==> config.mk <==
export PLATFORM = sky130hd
export DESIGN_NAME = lcd_char_writer
export DESIGN_NICKNAME = d
export VERILOG_FILES = /design/src/rtl/lcd_char_writer.sv
export SDC_FILE = /design/constraint.sdc
export NUM_CORES = 1
export LEC_CHECK = 0
export CAP_MARGIN = 20
export CORE_MARGIN = 3
export CORE_UTILIZATION = 47
export CTS_CLUSTER_SIZE = 28
export DETAILED_ROUTE_END_ITERATION = 12
export GPL_TIMING_DRIVEN = 0
export PLACE_DENSITY = 0.66
export SLEW_MARGIN = 0
export SYNTH_ARGS = -nofsm -noshare
export SYNTH_HDL_FRONTEND = slang
export SYNTH_SLANG_ARGS = --single-unit
==> constraint.sdc <==
create_clock -name clk -period 3.4 [get_ports clk]
set_clock_uncertainty 0.1 [all_clocks]
set_input_delay 0.85 -clock clk [delete_from_list [all_inputs] [get_ports clk]]
set_output_delay 0.85 -clock clk [all_outputs]
set_load 0.01 [all_outputs]
==> src/rtl/lcd_char_writer.sv <==
// HD44780 8-bit write-only driver: power-up init, char writes, cursor and wrap.
// Optional macro LCD_TWO_LINE_EN selects 2-line function set and line wrap.
module lcd_char_writer #(
    parameter int T_PWR = 750000,
    parameter int T_EN  = 12,
    parameter int T_CMD = 2500,
    parameter int T_CLR = 100000,
    parameter int COLS  = 16
) (
    input  logic       clk,
    input  logic       rst,
    input  logic [7:0] i_char,
    input  logic       i_valid,
    output logic       o_ready,
    input  logic       i_clear,
    output logic       lcd_rs,
    output logic       lcd_rw,
    output logic       lcd_e,
    output logic [7:0] lcd_data,
    output logic [5:0] o_col,
    output logic       o_line
);

    typedef enum logic [3:0] {
        S_PWR, S_FUNC, S_DISP, S_ICLR, S_ENTRY,
        S_IDLE, S_WCHR, S_WADR, S_WCLR, S_DROP
    } state_t;

    typedef enum logic [1:0] {
        P_SETUP, P_PULSE, P_HOLD, P_WAIT
    } phase_t;

`ifdef LCD_TWO_LINE_EN
    localparam logic [7:0] FSET = 8'h38;
`else
    localparam logic [7:0] FSET = 8'h30;
`endif

    state_t      state_q;
    phase_t      ph_q;
    logic [31:0] cnt_q;
    logic        rs_q;
    logic [7:0]  data_q;
    logic        e_q;
    logic [5:0]  col_q;
    logic        line_q;

    logic [31:0] cnt_d;
    logic [31:0] wait_last;
    logic        printable;
    logic [7:0]  wrap_addr;
    logic        line_d;

    assign cnt_d     = cnt_q + 32'd1;
    assign printable = (i_char >= 8'h20) && (i_char <= 8'h7E);

    // Clear is the only command that needs the long settle time.
    assign wait_last = (!rs_q && data_q == 8'h01) ? 32'(T_CLR - 1)
                                                  : 32'(T_CMD - 1);

`ifdef LCD_TWO_LINE_EN
    assign wrap_addr = line_q ? 8'h80 : 8'hC0;
    assign line_d    = ~line_q;
`else
    assign wrap_addr = 8'h80;
    assign line_d    = 1'b0;
`endif

    always_ff @(posedge clk or posedge rst) begin
        if (rst) begin
            state_q <= S_PWR;
            ph_q    <= P_SETUP;
            cnt_q   <= '0;
            rs_q    <= 1'b0;
            data_q  <= 8'h00;
            e_q     <= 1'b0;
            col_q   <= '0;
            line_q  <= 1'b0;
        end else begin
            unique case (state_q)
                S_PWR: begin
                    if (cnt_q == 32'(T_PWR - 1)) begin
                        cnt_q   <= '0;
                        ph_q    <= P_SETUP;
                        state_q <= S_FUNC;
                        rs_q    <= 1'b0;
                        data_q  <= FSET;
                    end else begin
                        cnt_q <= cnt_d;
                    end
                end
                S_IDLE: begin
                    if (i_clear) begin
                        state_q <= S_WCLR;
                        rs_q    <= 1'b0;
                        data_q  <= 8'h01;
                    end else if (i_valid) begin
                        if (printable) begin
                            state_q <= S_WCHR;
                            rs_q    <= 1'b1;
                            data_q  <= i_char;
                        end else begin
                            state_q <= S_DROP;
                        end
                    end
                end
                S_DROP: state_q <= S_IDLE;
                default: begin
                    unique case (ph_q)
                        P_SETUP: begin
                            ph_q  <= P_PULSE;
                            e_q   <= 1'b1;
                            cnt_q <= '0;
                        end
                        P_PULSE: begin
                            if (cnt_q == 32'(T_EN - 1)) begin
                                ph_q <= P_HOLD;
                                e_q  <= 1'b0;
                            end else begin
                                cnt_q <= cnt_d;
                            end
                        end
                        P_HOLD: begin
                            ph_q  <= P_WAIT;
                            cnt_q <= '0;
                        end
                        P_WAIT: begin
                            if (cnt_q == wait_last) begin
                                cnt_q <= '0;
                                ph_q  <= P_SETUP;
                                case (state_q)
                                    S_FUNC: begin
                                        state_q <= S_DISP;
                                        data_q  <= 8'h0C;
                                    end
                                    S_DISP: begin
                                        state_q <= S_ICLR;
                                        data_q  <= 8'h01;
                                    end
                                    S_ICLR: begin
                                        state_q <= S_ENTRY;
                                        data_q  <= 8'h06;
                                    end
                                    // Last column: reposition before more input.
                                    S_WCHR: begin
                                        if (col_q == 6'(COLS - 1)) begin
                                            state_q <= S_WADR;
                                            rs_q    <= 1'b0;
                                            data_q  <= wrap_addr;
                                        end else begin
                                            state_q <= S_IDLE;
                                            col_q   <= col_q + 6'd1;
                                        end
                                    end
                                    S_WADR: begin
                                        state_q <= S_IDLE;
                                        col_q   <= '0;
                                        line_q  <= line_d;
                                    end
                                    S_WCLR: begin
                                        state_q <= S_IDLE;
                                        col_q   <= '0;
                                        line_q  <= 1'b0;
                                    end
                                    default: state_q <= S_IDLE;
                                endcase
                            end else begin
                                cnt_q <= cnt_d;
                            end
                        end
                    endcase
                end
            endcase
        end
    end

    assign o_ready  = (state_q == S_IDLE) && !i_clear;
    assign lcd_rs   = rs_q;
    assign lcd_rw   = 1'b0;
    assign lcd_e    = e_q;
    assign lcd_data = data_q;
    assign o_col    = col_q;
    assign o_line   = line_q;

endmodule

==> results.cfg <==
[run_status]
outcome = finished clean

[global_routing]
grt_first_pass_wirelength_um = 14500
antenna_found_initial = 0
grt_pass1_vias = 2999
overflow = 0
grt_max_degree = 42
grt.total_usage_pct = 20.5

[critical_path]
worstReg2RegEnd = cnt_q[19]$_DFFE_PP0P_
cp_data_required_time_ps = 2450
endpoint_kind = output port
reg2regPathDepth = 8
cp-start-kind = primary input
worstReg2RegStart = state_q[1]$_DFFE_PP0P_
crit_fanout = 5
critPathKind = primary input to output port
worstSetupStartpoint = i_clear
crit_end = o_ready
r2r_setup_slack_ps = 280
cp.arrival_ps = 2350

[pwr]
p_leak_nw = 1.61
power_density_mw_per_mm2 = 271
ir_drop_mv = 0.167
finalPower_mw = 1.09

[die]
initial_utilization_pct = 50.0
fp-row-count = 30
die_h_um = 92.2
die_w_um = 92.2
core_mm2 = 0.00698
dieArea_mm2 = 0.00849
pin_count = 31

[sta]
tns_ps = 0
fmax_ghz = 0.303
min_period_ps = 3300
setup_viol = 0
slew_headroom_pct = 43.7
final_hold_viol_count = 0
fin_crit_sh_pct = 97.2
rsz0062_at_grt = no
tightestPinTransition_ps = 837
finalMaxSlewViolations = 0

[synth]
avgSynthCellArea_um2 = 8.49
synth_edf_count = 0
syn_inst = 411
synth_flop_cell = dfrtp_1
synth_cell_types = 57
synth_top_area_share_pct = 38.7
ys_seq_elements = 54
synth_fa_ha_area_share_pct = 2.51
synth_top_area_cell = dfrtp_1
async_flop_share_pct = 100
yosysWarnings = 0
synth_area_mm2 = 0.00349
ys_top_cells_by_area = dfrtp_1 39%, nand2_1 5.4%, o21ai_0 4.3%, nand3_1 3.4%, nor2_1 3.4%
synthMuxAreaShare_pct = 3.48
synth-simple-area-share_pct = 30.0
synthXorXnorAreaFrac_pct = 3.51
seq_area_frac_synth_pct = 38.7
synth-compound-area-share_pct = 16.9
synth_top_family_by_area = simple AND/OR/NAND/NOR gates

[clock_network]
insertion_delay_ps = 320
cts_buffers = 5
cts_tree = yes
cts-root-buf = clkbuf_8
cts_max_level = 2
clock_sinks = 54
cts_buffer_depth = 2
path_clk_slew_ps = 110

[routing]
topRoutingLayerUsed = met4
wl_met3_um = 403
wl_per_cell_um = 15.4
routed_via_density = 5.84
ant_nets = 0
wl_met1_um = 3910
drc_errors = 0
wl_met2_um = 4040
first_iter_violations = 189
drt_wl_total_um = 8420
first_pass_iters = 5
num_vias = 3187

[finish]
drive_above_1_share_pct = 8.89
multi_input_area_mm2 = 0.00199
fillCellCount = 642
diodes = 0
nets = 468
syn_to_final_growth_pct = 15.6
layout_commonest_cell = dfrtp_1
register_area_mm2 = 0.00135
mostFrequentLayoutCells = 54 x dfrtp_1, 50 x nand2_1, 32 x nor2_1

[placed_design]
globalplace.congestion = 0.880
io_buffers = 28
dp_hpwl_um = 6170

[run]
maxCapViolations = 0

[hold_path]
hold_class = flop to flop
area by class of cell:
class / instances / share of cell area, %
repair buffers: 30 / 7.57
plain buffers: 22 / 2.45
clock buffers: 5 / 1.71
multi-input cells: 318 / 49.5
clock inverters: 3 / 0.652
flip-flops and latches: 54 / 33.5
well taps: 96 / 2.98
inverters: 18 / 1.68
report_power, final:
group          internal, mW  switching, mW
logic                0.0302         0.0285
clock network         0.149          0.234
registers             0.648        0.00458
total                 0.827          0.267
worst min-delay path by stage:
stage | start | to | slack (ps) | cells after the start
floorplan | cnt_q[0]$_DFFE_PP0P_ | cnt_q[0]$_DFFE_PP0P_ | 390 | 1
global placement | o_col[5]$_DFFE_PP0P_ | o_col[5]$_DFFE_PP0P_ | 400 | 1
detailed placement | o_col[5]$_DFFE_PP0P_ | o_col[5]$_DFFE_PP0P_ | 410 | 1
CTS | o_col[5]$_DFFE_PP0P_ | o_col[5]$_DFFE_PP0P_ | 430 | 1
global route | o_col[5]$_DFFE_PP0P_ | o_col[5]$_DFFE_PP0P_ | 460 | 1
finish | o_col[5]$_DFFE_PP0P_ | o_col[5]$_DFFE_PP0P_ | 420 | 1
kinds of logic after synthesis:
group                      Yosys count
other                                1
DFF                                 54
muxes                               11
buffers and inverters               40
and+or+nand+nor                    198
adders and majority gates            7
AOI/OAI and AO/OA                   86
xor gates and xnor gates            14
critical path, cell delays in order:
cell and delay, ps:
clkdlybuf4s50_1 480, nor4_4 250, buf_2 220, clkdlybuf4s50_1 550
metal layers:
layer | GRT usage, % | vias to the layer above
met3 | 3.20 | 6
met2 | 33.9 | 87
li1 | - | 1570
met1 | 28.1 | 1524
met5 | 0 | -
met4 | 5.07 | 0
state kept, by name, summed over array words and instances (netlist names):
name / cells
lcd_rs: 1
cnt_q: 32
ph_q: 2
state_q: 4
o_col: 6
lcd_e: 1
lcd_data: 8
timing repair:
item | 4_1_cts | 5_1_grt
hold endpoints to repair | 0 | 0
pin swaps | 0 | 1
gates resized for setup | 2 | 1
hold buffers | 0 | 0
buffers inserted | 0 | 0
setup endpoints to repair | 1 | 2
stage by stage:
step | hold slack [ps] | instance area, um2 | std cells | util, % | setup slack, ps
floorplan | 394 | 3490 | 412 | - | 686
global placement | 403 | 3890 | 536 | 55.8 | -608
detailed placement | 409 | 3920 | 538 | 56.1 | -250
CTS | 426 | 4030 | 546 | 57.7 | 4.58
global route | 456 | 4030 | 546 | 57.8 | 22.6
finish | 420 | 4030 | 546 | 57.8 | 96.8
synth_stat cells, drive strengths merged (8+ instances only):
| cell | count |
|---|---|
| nor2 | 32 |
| nand2 | 50 |
| nand4 | 10 |
| nor3 | 21 |
| dfrtp | 54 |
| xnor2 | 8 |
| a21oi | 13 |
| clkbuf | 15 |
| nand2b | 8 |
| nand3 | 24 |
| o21ai | 33 |
| nor4 | 10 |
| inv | 18 |
| mux2 | 9 |
No activity file was read; power rests on OpenSTA's default activity.
